[src/rtl/pmem_arbiter_if.sv]
// -----------------------------------------------------------------------------
// pmem_arbiter_if
// Bundles the signals of the physical-memory arbiter:
//   - I-cache side: line-fill request, address, returned data and resp pulse
//   - D-cache side: fill/writeback request, address, wdata, returned data, resp
//   - physical port: read/write strobes, address, wdata, rdata, resp
//   - busy status
// modport master : the arbiter itself (samples requests, drives the pmem port)
// modport slave  : the surrounding system (caches and physical memory)
// -----------------------------------------------------------------------------
interface pmem_arbiter_if #(
  parameter int ADDR_WIDTH = 16,
  parameter int LINE_WIDTH = 128
);
  // I-cache side
  logic                  icache_pmem_read;
  logic [ADDR_WIDTH-1:0] icache_pmem_address;
  logic [LINE_WIDTH-1:0] icache_pmem_rdata;
  logic                  icache_pmem_resp;
  // D-cache side
  logic                  dcache_pmem_read;
  logic                  dcache_pmem_write;
  logic [ADDR_WIDTH-1:0] dcache_pmem_address;
  logic [LINE_WIDTH-1:0] dcache_pmem_wdata;
  logic [LINE_WIDTH-1:0] dcache_pmem_rdata;
  logic                  dcache_pmem_resp;
  // physical memory port
  logic                  pmem_read;
  logic                  pmem_write;
  logic [ADDR_WIDTH-1:0] pmem_address;
  logic [LINE_WIDTH-1:0] pmem_wdata;
  logic [LINE_WIDTH-1:0] pmem_rdata;
  logic                  pmem_resp;
  // status
  logic                  busy;

  modport master (
    input  icache_pmem_read, icache_pmem_address,
    output icache_pmem_rdata, icache_pmem_resp,
    input  dcache_pmem_read, dcache_pmem_write, dcache_pmem_address, dcache_pmem_wdata,
    output dcache_pmem_rdata, dcache_pmem_resp,
    output pmem_read, pmem_write, pmem_address, pmem_wdata,
    input  pmem_rdata, pmem_resp,
    output busy
  );

  modport slave (
    output icache_pmem_read, icache_pmem_address,
    input  icache_pmem_rdata, icache_pmem_resp,
    output dcache_pmem_read, dcache_pmem_write, dcache_pmem_address, dcache_pmem_wdata,
    input  dcache_pmem_rdata, dcache_pmem_resp,
    input  pmem_read, pmem_write, pmem_address, pmem_wdata,
    output pmem_rdata, pmem_resp,
    input  busy
  );
endinterface

[src/rtl/pmem_arbiter.sv]
// -----------------------------------------------------------------------------
// pmem_arbiter
// Shares the single physical-memory port between the I-cache and the D-cache.
// One requester is granted at a time; its address, op and (for writebacks)
// write data are latched on the grant edge and drive the physical port until
// pmem_resp. Ties alternate with the previous grant so neither side starves.
// Ports:
//   clk     : system clock, rising edge
//   reset_n : asynchronous active-low reset
//   bus     : pmem_arbiter_if.master (cache requests/responses, pmem port, busy)
// -----------------------------------------------------------------------------
module pmem_arbiter #(
  parameter int ADDR_WIDTH = 16,
  parameter int LINE_WIDTH = 128
) (
  input  logic          clk,
  input  logic          reset_n,
  pmem_arbiter_if.master bus
);

  typedef enum logic [1:0] {
    IDLE    = 2'd0,
    SERVE_I = 2'd1,
    SERVE_D = 2'd2,
    RELEASE = 2'd3
  } state_e;

  state_e                state_q;
  logic                  last_grant_dcache_q;  // 0: I-cache was granted last
  logic                  pmem_read_q;
  logic                  pmem_write_q;
  logic [ADDR_WIDTH-1:0] pmem_address_q;
  logic [LINE_WIDTH-1:0] pmem_wdata_q;

  logic i_req;
  logic d_req;
  logic grant_dcache;

  assign i_req = bus.icache_pmem_read;
  assign d_req = bus.dcache_pmem_read | bus.dcache_pmem_write;

  // D wins when it is alone, or on a tie when I was granted last.
  assign grant_dcache = d_req & (~i_req | ~last_grant_dcache_q);

  always_ff @(posedge clk or negedge reset_n) begin
    if (!reset_n) begin
      state_q             <= IDLE;
      last_grant_dcache_q <= 1'b0;
      pmem_read_q         <= 1'b0;
      pmem_write_q        <= 1'b0;
      pmem_address_q      <= '0;
      pmem_wdata_q        <= '0;
    end else begin
      case (state_q)
        IDLE: begin
          if (i_req || d_req) begin
            last_grant_dcache_q <= grant_dcache;
            if (grant_dcache) begin
              state_q        <= SERVE_D;
              pmem_address_q <= bus.dcache_pmem_address;
              // read+write together is illegal; the write takes precedence
              pmem_write_q   <= bus.dcache_pmem_write;
              pmem_read_q    <= ~bus.dcache_pmem_write;
              if (bus.dcache_pmem_write) begin
                pmem_wdata_q <= bus.dcache_pmem_wdata;
              end
            end else begin
              state_q        <= SERVE_I;
              pmem_address_q <= bus.icache_pmem_address;
              pmem_read_q    <= 1'b1;
              pmem_write_q   <= 1'b0;
            end
          end
        end
        SERVE_I, SERVE_D: begin
          // Requester inputs are ignored here: only pmem_resp ends a serve.
          if (bus.pmem_resp) begin
            state_q      <= RELEASE;
            pmem_read_q  <= 1'b0;
            pmem_write_q <= 1'b0;
          end
        end
        RELEASE: begin
          // Dead cycle so the served cache can drop its request.
          state_q <= IDLE;
        end
        default: begin
          state_q <= IDLE;
        end
      endcase
    end
  end

  assign bus.pmem_read    = pmem_read_q;
  assign bus.pmem_write   = pmem_write_q;
  assign bus.pmem_address = pmem_address_q;
  assign bus.pmem_wdata   = pmem_wdata_q;

  // Response steered combinationally to the granted side only.
  assign bus.icache_pmem_resp  = bus.pmem_resp & (state_q == SERVE_I);
  assign bus.dcache_pmem_resp  = bus.pmem_resp & (state_q == SERVE_D);
  assign bus.icache_pmem_rdata = bus.pmem_rdata;
  assign bus.dcache_pmem_rdata = bus.pmem_rdata;

  assign bus.busy = (state_q != IDLE);

endmodule

[src/flat_wrapper.sv]
// flat-port wrapper written by rule: the top's interface ports become plain ports
module pmem_arbiter_flat 
#(
  parameter int ADDR_WIDTH = 16,
  parameter int LINE_WIDTH = 128
)
  (clk, reset_n, bus_icache_pmem_read, bus_icache_pmem_address, bus_icache_pmem_rdata, bus_icache_pmem_resp, bus_dcache_pmem_read, bus_dcache_pmem_write, bus_dcache_pmem_address, bus_dcache_pmem_wdata, bus_dcache_pmem_rdata, bus_dcache_pmem_resp, bus_pmem_read, bus_pmem_write, bus_pmem_address, bus_pmem_wdata, bus_pmem_rdata, bus_pmem_resp, bus_busy);
  pmem_arbiter_if #(.ADDR_WIDTH(ADDR_WIDTH), .LINE_WIDTH(LINE_WIDTH)) bus_i ();
  input  logic clk;
  input  logic reset_n;
  input wire logic [$bits(bus_i.icache_pmem_read)-1:0] bus_icache_pmem_read;
  input wire logic [$bits(bus_i.icache_pmem_address)-1:0] bus_icache_pmem_address;
  output wire logic [$bits(bus_i.icache_pmem_rdata)-1:0] bus_icache_pmem_rdata;
  output wire logic [$bits(bus_i.icache_pmem_resp)-1:0] bus_icache_pmem_resp;
  input wire logic [$bits(bus_i.dcache_pmem_read)-1:0] bus_dcache_pmem_read;
  input wire logic [$bits(bus_i.dcache_pmem_write)-1:0] bus_dcache_pmem_write;
  input wire logic [$bits(bus_i.dcache_pmem_address)-1:0] bus_dcache_pmem_address;
  input wire logic [$bits(bus_i.dcache_pmem_wdata)-1:0] bus_dcache_pmem_wdata;
  output wire logic [$bits(bus_i.dcache_pmem_rdata)-1:0] bus_dcache_pmem_rdata;
  output wire logic [$bits(bus_i.dcache_pmem_resp)-1:0] bus_dcache_pmem_resp;
  output wire logic [$bits(bus_i.pmem_read)-1:0] bus_pmem_read;
  output wire logic [$bits(bus_i.pmem_write)-1:0] bus_pmem_write;
  output wire logic [$bits(bus_i.pmem_address)-1:0] bus_pmem_address;
  output wire logic [$bits(bus_i.pmem_wdata)-1:0] bus_pmem_wdata;
  input wire logic [$bits(bus_i.pmem_rdata)-1:0] bus_pmem_rdata;
  input wire logic [$bits(bus_i.pmem_resp)-1:0] bus_pmem_resp;
  output wire logic [$bits(bus_i.busy)-1:0] bus_busy;
  assign bus_i.icache_pmem_read = bus_icache_pmem_read;
  assign bus_i.icache_pmem_address = bus_icache_pmem_address;
  assign bus_icache_pmem_rdata = bus_i.icache_pmem_rdata;
  assign bus_icache_pmem_resp = bus_i.icache_pmem_resp;
  assign bus_i.dcache_pmem_read = bus_dcache_pmem_read;
  assign bus_i.dcache_pmem_write = bus_dcache_pmem_write;
  assign bus_i.dcache_pmem_address = bus_dcache_pmem_address;
  assign bus_i.dcache_pmem_wdata = bus_dcache_pmem_wdata;
  assign bus_dcache_pmem_rdata = bus_i.dcache_pmem_rdata;
  assign bus_dcache_pmem_resp = bus_i.dcache_pmem_resp;
  assign bus_pmem_read = bus_i.pmem_read;
  assign bus_pmem_write = bus_i.pmem_write;
  assign bus_pmem_address = bus_i.pmem_address;
  assign bus_pmem_wdata = bus_i.pmem_wdata;
  assign bus_i.pmem_rdata = bus_pmem_rdata;
  assign bus_i.pmem_resp = bus_pmem_resp;
  assign bus_busy = bus_i.busy;
  pmem_arbiter #(.ADDR_WIDTH(ADDR_WIDTH), .LINE_WIDTH(LINE_WIDTH)) u_core (.clk(clk), .reset_n(reset_n), .bus(bus_i));
endmodule
[config.mk]
export PLATFORM = sky130hd
export DESIGN_NAME = pmem_arbiter_flat
export DESIGN_NICKNAME = d
export VERILOG_FILES = /design/src/rtl/pmem_arbiter_if.sv /design/src/rtl/pmem_arbiter.sv /design/src/flat_wrapper.sv
export SDC_FILE = /design/constraint.sdc
export NUM_CORES = 1
export LEC_CHECK = 0
export ABC_AREA = 1
export BUFFER_PORTS_ARGS = -buffer_cell sky130_fd_sc_hd__buf_2
export CAP_MARGIN = 25
export CORE_AREA = 2 2 275 277
export CTS_BUF_LIST = sky130_fd_sc_hd__clkbuf_16
export CTS_CLUSTER_DIAMETER = 150
export CTS_CLUSTER_SIZE = 25
export DETAILED_ROUTE_END_ITERATION = 10
export DIE_AREA = 0 0 277 279
export PLACE_DENSITY = 0.37
export SYNTH_ARGS = -nofsm -noshare
export SYNTH_HDL_FRONTEND = slang
export SYNTH_SLANG_ARGS = --single-unit
[constraint.sdc]
create_clock -name clk -period 1.82 [get_ports clk]
set_clock_uncertainty 0.1 [all_clocks]
set_input_delay 0.182 -clock clk [delete_from_list [all_inputs] [get_ports clk]]
set_output_delay 0.182 -clock clk [all_outputs]
set_load 0.01 [all_outputs]
Word-level counts from Yosys, hierarchy flattened
Cells that the tools add are included.

operators by class
  mux-type cells = 12
  bitwise gates (word level) = 8
  reductions and logical operators = 9
  eq/ne operators = 5

operator list
  cell                  count
  $mux W16              1
  $mux W2               3
  $pmux W2 S3           1
  $mux W1               5
  $eq A2 B2 Y1 const B  2
  $pmux W1 S2           2
  $reduce_and A2 Y1     2
  $reduce_and A4 Y1     1
  $reduce_bool A2 Y1    2
  $and A1 B1 Y1         3
  $not A1 Y1            3
  $reduce_and A3 Y1     1
  $eq A2 B1 Y1 const B  1
  $logic_not A2 Y1      1
  $ne A2 B1 Y1 const B  1
  $ne A2 B2 Y1 const B  1
  $or A1 B1 Y1          2
  $reduce_or A2 Y1      1
  $logic_or A1 B1 Y1    1

storage, ports and cells
  output and inout port bits = 405
  input port bits = 294
  flip-flop bits (word level) = 149
  logic and storage cells = 40

Depth between registers and ports, before layout
Gate-level depths: netlist (run 1).

  depth in word-level cells = 6
  mapped depth = 8
  mapped depth without buffers = 8

Worst setup path before layout (run 1)
Ideal clock, no wire load.

  path type = flip-flop to flip-flop
  start = register u_core.state_q[0]
  end = register u_core.pmem_address_q[1] (netlist: u_core.bus.pmem_address[1])
  setup slack = 321 ps
  setup time = 65 ps
  path buffers = 1
  clock period less this slack = 1,499 ps
  stages on the path, launching flop included = 8
  arrival time = 1,334 ps
  required time = 1,655 ps
  cell sequence = dfrtp_1 > inv_1 > ha_1 > inv_1 > a21oi_4 > buf_4 > nand3_1 > nand2_1

on the way
  word-level cells in the longest chain between the ends = 2

ends and longest elaborated chain
  what                                line                text
  start: declaration                  pmem_arbiter.sv:28  state_e state_q;
  start signal: assignment            pmem_arbiter.sv:47  state_q <= IDLE;
  start signal: assignment            pmem_arbiter.sv:59  state_q <= SERVE_D;
  start signal: assignment            pmem_arbiter.sv:68  state_q <= SERVE_I;
  $logic_not A2 Y1                    pmem_arbiter.sv:54  case (state_q)
  $reduce_and A2 Y1 (no source line)  --
  end signal: assignment              pmem_arbiter.sv:60  pmem_address_q <= bus.dcache_pmem_address;
  end signal: assignment              pmem_arbiter.sv:69  pmem_address_q <= bus.icache_pmem_address;
  end: declaration                    pmem_arbiter.sv:32  logic [ADDR_WIDTH-1:0] pmem_address_q;

No other way between the ends.
A chain may end at the register's enable or synchronous reset.

Worst setup path in the final report (run 1)
  start = register u_core.state_q[0]
  end = output bus_busy

on the way
  word-level cells in the longest chain between the ends = 1

ends and longest elaborated chain
  what                line                 text
  $reduce_bool A2 Y1  pmem_arbiter.sv:105  assign bus.busy = (state_q != IDLE);
  end: declaration    flat_wrapper.sv:27   output wire logic [$bits(bus_i.busy)-1:0] bus_busy;

No other way between the ends.

==> impl.org, run 1 <==
** Die
- Die Outline Area :: 77,280 sq um
- The die is 279 microns tall.
- Initial core utilization :: 0.1079
- Number of core rows :: 100
- During I/O placement, the number of pins put on the boundary was 699.
- The floorplan step defined a core boundary enclosing 74,070 sq um.
- Die X-Extent :: 277 microns

** Power and ir drop
- Max VDD drop :: 0.4946 mV
- The design draws 16.04 mW.
- In this run the power density over the cells is 1423 nW/um^2.
- For this design the static power due to leakage is 5.885 nW.

** Timing
- The number of failing hold endpoints at the final stage is 0.
- Total negative slack for setup checks :: 0 ps
- Unrepaired setup endpoints after global routing :: false
- The number of pins exceeding their max-slew limit in the final report came to 0.
- Setup violations remaining at the end of the flow were counted as 0.
- WHS :: 85.03 ps
- Period Utilization, post-route :: 0.9501
- Max transition margin :: 0.6503
- At the pin with the least slew margin, the transition time is 524.6 ps.
- Timing would allow up to 578.3 MHz.
- After layout, the minimum clock period comes to 1729 ps.

** Synthesis
- Of the total synthesized cell area, the portion taken by full adders, half adders and majority gates is 0.006260.
- Count of flip-flops with a built-in enable after synthesis :: 0
- Most frequent cells after synthesis :: sky130_fd_sc_hd__nand2_1 (454), sky130_fd_sc_hd__buf_4 (261), sky130_fd_sc_hd__dfrtp_1 (149)
- By area, the combinational part of the netlist is dominated by buffers and inverters.
- Of the total synthesized cell area, the portion taken by XOR and XNOR cells is 0.
- Synthesis handed over a netlist of 968 instances.
- Cell Area, Synth :: 7995 sq um
- After synthesis, the netlist uses 20 different library cells.
- The share of the Yosys chip area taken by registers is 0.4664.
- Simple-Gate Fraction of Synth Area :: 0.2460
- Post-synthesis compound-gate area fraction :: 0.005321
- Syn Nets :: 1,266
- The average instance in the mapped netlist occupies 8.259 sq um.
- For this run, the leading register cell type out of synthesis is sky130_fd_sc_hd__dfrtp_1.
- Measured against the total synthesized area, the mux share comes to 0.
- Async SR Flop Fraction :: 1.000
- For this run, the number of Yosys warnings is 0.
- Most repeated cell in the gate-level netlist after synthesis :: sky130_fd_sc_hd__nand2_1
- Register bit total from synthesis :: 149
- Of the post-synthesis cell area, the dominant cell type holds 0.4664.
- Area leader, netlist :: sky130_fd_sc_hd__dfrtp_1
- Ranked by total cell area, the synthesized netlist is headed by sky130_fd_sc_hd__dfrtp_1 (47%), sky130_fd_sc_hd__buf_4 (25%), sky130_fd_sc_hd__nand2_1 (21%).

** Worst setup path
- Logic depth of the worst register-to-register path :: 8
- Sum of buffers and inverters on the critical path :: 4
- Arrival time at the worst endpoint :: 1450 ps
- Of all nets on the critical path, the largest fanout is 3.
- The largest single stage delay on the critical path is 390 ps.
- The largest individual stage delay along the critical path comes from the cell sky130_fd_sc_hd__dfrtp_1.
- STA puts the critical path data required time at 1540 ps.
- The worst register-to-register path ends at u_core.bus.pmem_wdata[80]$_DFFE_PN0P_.
- The setup path with the least slack is of type register to primary output.
- Broken down by cell family, the worst path's largest delay share belongs to buffers and inverters.
- In this run the critical register-to-register path is launched from u_core.state_q[0]$_DFFE_PN0P_.
- Setup slack on the worst reg-to-reg path comes out at 230 ps.
- Series of cell instances along the critical path :: inv_2 > ha_4 > buf_4 > inv_4 > buf_2
- Kind of end point of the critical path :: primary output
- Type of element launching the critical path :: register

** Worst hold path
- For hold timing, the worst endpoint is u_core.bus.pmem_read$_DFFE_PN0P_.
- Counting instances, the worst hold path has a depth of 5.
- The startpoint identified for the worst hold timing path is bus_dcache_pmem_read.
- Hold crit path type :: input port to register

** Clock tree
- Number of buffers created by CTS :: 17
- The clock passes through at most 2 buffers.
- Clock tree synthesis found a total of 149 sinks.
- Clock latency at the later pin of the worst-skew pair :: 480 ps
- The H-tree was split into 4 levels.
- TritonCTS built the clock tree.
- Clock-pin slew was measured on the worst setup and hold paths at 70 ps.
- CTS placed an instance of sky130_fd_sc_hd__clkbuf_16 at the clock tree root.

** Global route
- Antenna violations before repair :: 0
- The number of global-route vias before repair came to 6,979.
- Entering global routing, the biggest net connects 57 pins.
- For this run, the total global-route usage over all layers was measured as 0.06911.
- Global route total overflow :: 0
- The first global-routing pass estimated 39.96 mm of wire.

** Drt
- Detailed router's first-iteration violation count :: 231
- In the final routed layout, each cell accounts on average for 12.34 microns.
- The final route contains 6,585 vias.
- The first detailed-routing pass took 4 iterations.
- After detailed routing, the total wire length is 26.97 mm.
- In this run the remaining antenna-violating nets after routing total 0.
- After detailed routing, the number of remaining DRC violations is 0.
- Number of vias per cell after detailed routing :: 3.012

** Place
- Port Buf Inserts :: 314
- Post-detail-place hpwl :: 19.95 mm
- DP Cell Count :: 1,989
- Routability-driven placement finished with a final weighted congestion of 0.7131.

** Cells and area
- The final layout contains 1,502 nets.
- The multi-input combinational cells in the finished layout cover a total of 2079 sq um.
- In the final layout, flip-flops and latches occupy 3729 sq um.
- Non-filler cells in the finished layout :: 2,186
- Number of antenna diodes :: 0
- Measured on the finished design, the core utilization comes to 0.1522.
- Of the cells placed in the final design, the portion with a size suffix greater than 1 is 0.3172.
- Filler Cells Inserted :: 8,494
- The area growth from synthesis to layout is 40.99%.

** Outcome
- Run status :: finished, final reports clean

** Run
- The tool flagged a number of max-cap violations equal to 0.
-- per-layer routing --
metal | global-route usage | share of wire
met2 | 0.1094 | 0.46
met4 | 0.04863 | 0.051
met1 | 0.06825 | 0.38
met3 | 0.03916 | 0.11
met5 | 0.004378 | 0.00089
-- power breakdown --
part | leakage, nW | switching (mW) | total, mW | internal (mW)
clock | 0.281 | 1.59 | 3.72 | 2.13
combinational | 3.75 | 3.86 | 6.62 | 2.76
sequential | 1.85 | 0.819 | 5.71 | 4.89
-- stage by stage --
step | cell area (sq um) | setup WS, ps
after global routing | 11270 | 2.426
after CTS | 11270 | 11.64
final | 11270 | 90.75
after detailed placement | 9021 | 136.3
after floorplan | 7995 | 320.7
after global placement | 9021 | 190.2
-- worst reg2reg max path, stage by stage (launching register included) --
cell and delay (ps):
sky130_fd_sc_hd__dfrtp_1 390, sky130_fd_sc_hd__inv_2 100, sky130_fd_sc_hd__ha_4 150, sky130_fd_sc_hd__nand3_4 100
sky130_fd_sc_hd__inv_4 100, sky130_fd_sc_hd__buf_12 160, sky130_fd_sc_hd__buf_12 240, sky130_fd_sc_hd__nand2_1 110
sky130_fd_sc_hd__nand2_1 70
-- kinds of logic after synthesis --
| family | Yosys count |
|---|---|
| simple gates | 495 |
| buf+inv | 316 |
| flops | 149 |
| compound gates | 4 |
| fa+ha+maj | 4 |
-- cells in the final DEF, fill, tap and decap left out, types with 2 or more instances in the layout --
| master | n |
|---|---|
| sky130_fd_sc_hd__clkinv_1 | 2 |
| sky130_fd_sc_hd__ha_1 | 3 |
| sky130_fd_sc_hd__buf_4 | 20 |
| sky130_fd_sc_hd__clkbuf_16 | 17 |
| sky130_fd_sc_hd__nand2_1 | 454 |
| sky130_fd_sc_hd__nand2_4 | 2 |
| sky130_fd_sc_hd__buf_12 | 10 |
| sky130_fd_sc_hd__nand3_1 | 19 |
| sky130_fd_sc_hd__inv_2 | 3 |
| sky130_fd_sc_hd__dlygate4sd3_1 | 163 |
| sky130_fd_sc_hd__bufinv_16 | 3 |
| sky130_fd_sc_hd__inv_4 | 2 |
| sky130_fd_sc_hd__clkinvlp_4 | 4 |
| sky130_fd_sc_hd__clkinv_2 | 3 |
| sky130_fd_sc_hd__nand3b_1 | 15 |
| sky130_fd_sc_hd__dfrtp_1 | 149 |
| sky130_fd_sc_hd__buf_2 | 313 |
| sky130_fd_sc_hd__inv_1 | 22 |
| sky130_fd_sc_hd__or2_2 | 2 |
-- cell type report --
| cell class | instances | share of cell area |
|---|---|---|
| timing repair buffer | 507 | 0.3158 |
| clock inverter | 15 | 0.01454 |
| inverter | 26 | 0.009102 |
| sequential | 149 | 0.3308 |
| clock buffer | 17 | 0.03774 |
| tap | 969 | 0.1076 |
| multi-input combinational | 503 | 0.1845 |
-- sequential cells by signal, indices dropped and copies added (netlist names) --
signal	count
u_core.bus.pmem_read	1
u_core.bus.pmem_address	16
u_core.bus.pmem_wdata	128
u_core.state_q	2
u_core.last_grant_dcache_q	1
u_core.bus.pmem_write	1
-- worst max-delay path by stage --
| stage | startpoint | endpoint | slack (ps) | cells past startpoint |
|---|---|---|---|---|
| final | u_core.state_q[0]$_DFFE_PN0P_ | bus_busy | 90 | 5 |
| after global routing | u_core.state_q[0]$_DFFE_PN0P_ | bus_icache_pmem_resp | 2 | 5 |
| after CTS | u_core.state_q[0]$_DFFE_PN0P_ | bus_icache_pmem_resp | 10 | 5 |
| after detailed placement | u_core.state_q[0]$_DFFE_PN0P_ | u_core.bus.pmem_wdata[80]$_DFFE_PN0P_ | 140 | 8 |
| after global placement | u_core.state_q[0]$_DFFE_PN0P_ | u_core.bus.pmem_wdata[74]$_DFFE_PN0P_ | 190 | 8 |
| after floorplan | u_core.state_q[0]$_DFFE_PN0P_ | u_core.bus.pmem_address[1]$_DFFE_PN0P_ | 320 | 7 |
-- what timing repair did --
item / in CTS / in global routing
resized for setup: 5 / 1
hold buffers: 163 / 0
hold endpoints to repair: 294 / 0
gates cloned: 0 / 0
setup buffers: 2 / 0
endpoints found under the setup margin: 1 / 1
Power figures use the tool's default switching activity.
==> run 2: changes to the inputs <==
--- a/config.mk
+++ b/config.mk
@@ -14,7 +14,7 @@
 export CTS_CLUSTER_SIZE = 25
 export DETAILED_ROUTE_END_ITERATION = 10
 export DIE_AREA = 0 0 277 279
-export PLACE_DENSITY = 0.37
+export PLACE_DENSITY = 0.41
 export SYNTH_ARGS = -nofsm -noshare
 export SYNTH_HDL_FRONTEND = slang
 export SYNTH_SLANG_ARGS = --single-unit
==> run 2 against run 1 <==
  * Via count fell by 1.1%
  * Global-route usage is 0.096 points higher
  * Sequential share of layout area is 0.26 points higher
  * Clock-buffer cell count is the same
  * Design area decreased by 0.79%
  * Clock power down 3%
  * Fmax is 0.82% higher
  * Final cell count fell by 0.27%
  * Wire length hardly changed
  * Critical path depth is the same
  * Worst setup slack gained 14 ps
  * Utilization is 0.12 points lower
  * Critical path type unchanged
==> impl.org, run 2 (synthesized netlist as in run 1, its figures left out) <==
** Clock tree
- Number of buffers created by CTS :: 17
- TritonCTS built the clock tree.
- CTS root buffer :: sky130_fd_sc_hd__clkbuf_16
- Maximum buffer depth of the clock tree :: 2
- CTS built an H-tree with a depth of 4.
- For the worst-skew pair, the clock arrives at the later sink with an insertion delay of 470 ps.
- Clock tree synthesis found a total of 149 sinks.
- After clock tree synthesis, the clock-pin slew on the worst setup and hold paths is 70 ps.

** Timing
- At the pin with the least slew margin, the transition time is 546.6 ps.
- The number of pins exceeding their max-slew limit in the final report came to 0.
- Unrepaired setup endpoints after global routing :: false
- Total negative slack for setup checks :: 0 ps
- Max transition margin :: 0.6356
- The number of failing hold endpoints at the final stage came to 0.
- Of the available clock period, the critical path in the final layout requires 0.9424.
- Endpoints failing setup :: 0
- The clock period could shrink to 1715 ps.
- For this run, the top clock speed supported by timing is 583.0 MHz.

** Die
- Number of core rows :: 100
- Area of the core :: 74,070 sq um
- The die is 279 microns tall.
- Die X-Extent :: 277 microns
- The initial utilization of the core area, before any placement, comes to 0.1079.
- IO Count :: 699
- The die covers 77,280 sq um.

** Drt
- The detailed router finished its first iteration with 196 violations.
- Drt first pass iters :: 6
- Total routed wirelength :: 26.96 mm
- Dividing the detail-routed via count by the number of cells gives 2.988.
- Vias after detailed routing :: 6,514
- Drc violations :: 0
- In the final routed layout, each cell accounts on average for 12.37 microns.
- Antenna viol nets, final :: 0

** Cells and area
- Most frequent standard cell in the layout excluding fill and tap cells :: sky130_fd_sc_hd__nand2_1
- Share of cells above drive strength 1 :: 0.3130
- The repair_antennas step left the layout with diodes totalling 0.
- Number of flip-flops under the largest register name :: 128
- Compared with the post-synthesis result, the final layout area differs by 39.87%.
- The library cells used most frequently in the layout, excluding fill and tap cells, are sky130_fd_sc_hd__nand2_1 (454), sky130_fd_sc_hd__buf_2 (313), sky130_fd_sc_hd__dlygate4sd3_1 (163).
- Count of nets after finishing :: 1,497
- Util after Layout :: 0.1510

** Place
- GPL Wtd Cong :: 0.7363
- Post-detail-place hpwl :: 19.78 mm
- Port buffering added 314 buffers.

** Global route
- Vias in the first global route :: 6,914
- Across every metal layer, demand over resource in global routing totals 0.07007.
- The initial antenna violation count was 0.
- Global routing finished with a remaining overflow of 0.
- The first global-routing pass estimated 40.31 mm of wire.
- Entering global routing, the biggest net connects 78 pins.

** Power and ir drop
- Dividing total power by cell area gives a power density of 1414 nW/um^2.
- The worst-case IR drop observed on VDD is 0.5763 mV.
- Standby leakage power :: 5.840 nW

** Run
- Across the run, the number of max-cap violations was 0.

** Worst hold path
- The worst hold path belongs to the class input port to asynchronous set/reset pin.

** Worst setup path
- STA puts the critical path data required time at 1540 ps.
- Most repeated library cell on the critical path :: sky130_fd_sc_hd__inv_2
- The critical path goes through inv_2 > ha_4 > buf_4 > inv_2 > buf_2.
- The worst setup path is launched from a register.
- Arrival time at the worst endpoint :: 1430 ps
- Largest delay share family, worst path :: buffers and inverters
- Sum of buffers and inverters on the critical path :: 4
- Stage delay of the slowest cell on the critical path :: 390 ps
- Critical Path Slowest Stage Cell :: sky130_fd_sc_hd__dfrtp_1
- Worst-path maximum fanout :: 3
- STA classifies the critical path endpoint as a primary output.
- The critical path in this run is classified as register to primary output.

** Outcome
- Run status :: finished, final reports clean
==> run 2: what timing repair did <==
action | CTS | global route
buffers inserted | 2 | 0
endpoints found under the setup margin | 1 | 0
hold buffers | 163 | 0
gates resized for setup | 5 | 0
hold endpoints to repair | 294 | 0
==> run 2: cell type report <==
cell class / instances / area, sq um
fill: 8399 / 62890
clock buffer: 17 / 425.4
timing repair buffer: 502 / 3497
tap: 969 / 1212
clock inverter: 14 / 140.1
inverter: 26 / 100.1
multi-input combinational: 503 / 2079
sequential: 149 / 3729
==> run 2: worst paths after layout <==
check	from	to	slack (ps)	cells after the start
min in group clk	bus_dcache_pmem_read	u_core.bus.pmem_read$_DFFE_PN0P_	70	5
hold reg to reg	u_core.bus.pmem_write$_DFFE_PN0P_	u_core.bus.pmem_write$_DFFE_PN0P_	370	2
setup reg to reg	u_core.state_q[0]$_DFFE_PN0P_	u_core.bus.pmem_wdata[4]$_DFFE_PN0P_	220	8
hold / removal	reset_n	u_core.bus.pmem_address[9]$_DFFE_PN0P_	70	2
setup / recovery	u_core.state_q[0]$_DFFE_PN0P_	bus_busy	100	5
max in group asynchronous	reset_n	u_core.bus.pmem_wdata[36]$_DFFE_PN0P_	880	3
==> run 2: power breakdown <==
group          switching, mW  internal, mW
clock                   1.61          2.00
combinational           3.77          2.70
sequential             0.837          4.88
total                   6.22          9.58
==> run 2: metrics by stage <==
stage,std cells,power [mW],instance area [sq um],setup WS (ps),hold WS (ps)
2_1_floorplan,968,9.622,7995,320.7,-213.6
3_3_place_gp,1984,11.97,8959,153.1,-11.37
3_5_place_dp,1984,12.02,8959,111.6,-9.158
4_1_cts,2180,16.19,11180,27.37,4.948
5_1_grt,2180,17.21,11180,3.273,33.49
6_report,2180,15.81,11180,104.8,67.20
==> run 2: layer usage <==
| layer | GRT usage | vias to the layer above | share of wire |
|---|---|---|---|
| li1 | - | 3120 | - |
| met1 | 0.06853 | 2896 | 0.37 |
| met2 | 0.1088 | 389 | 0.45 |
| met3 | 0.03790 | 107 | 0.10 |
| met4 | 0.05853 | 2 | 0.071 |
| met5 | 0.005003 | - | 0.0014 |
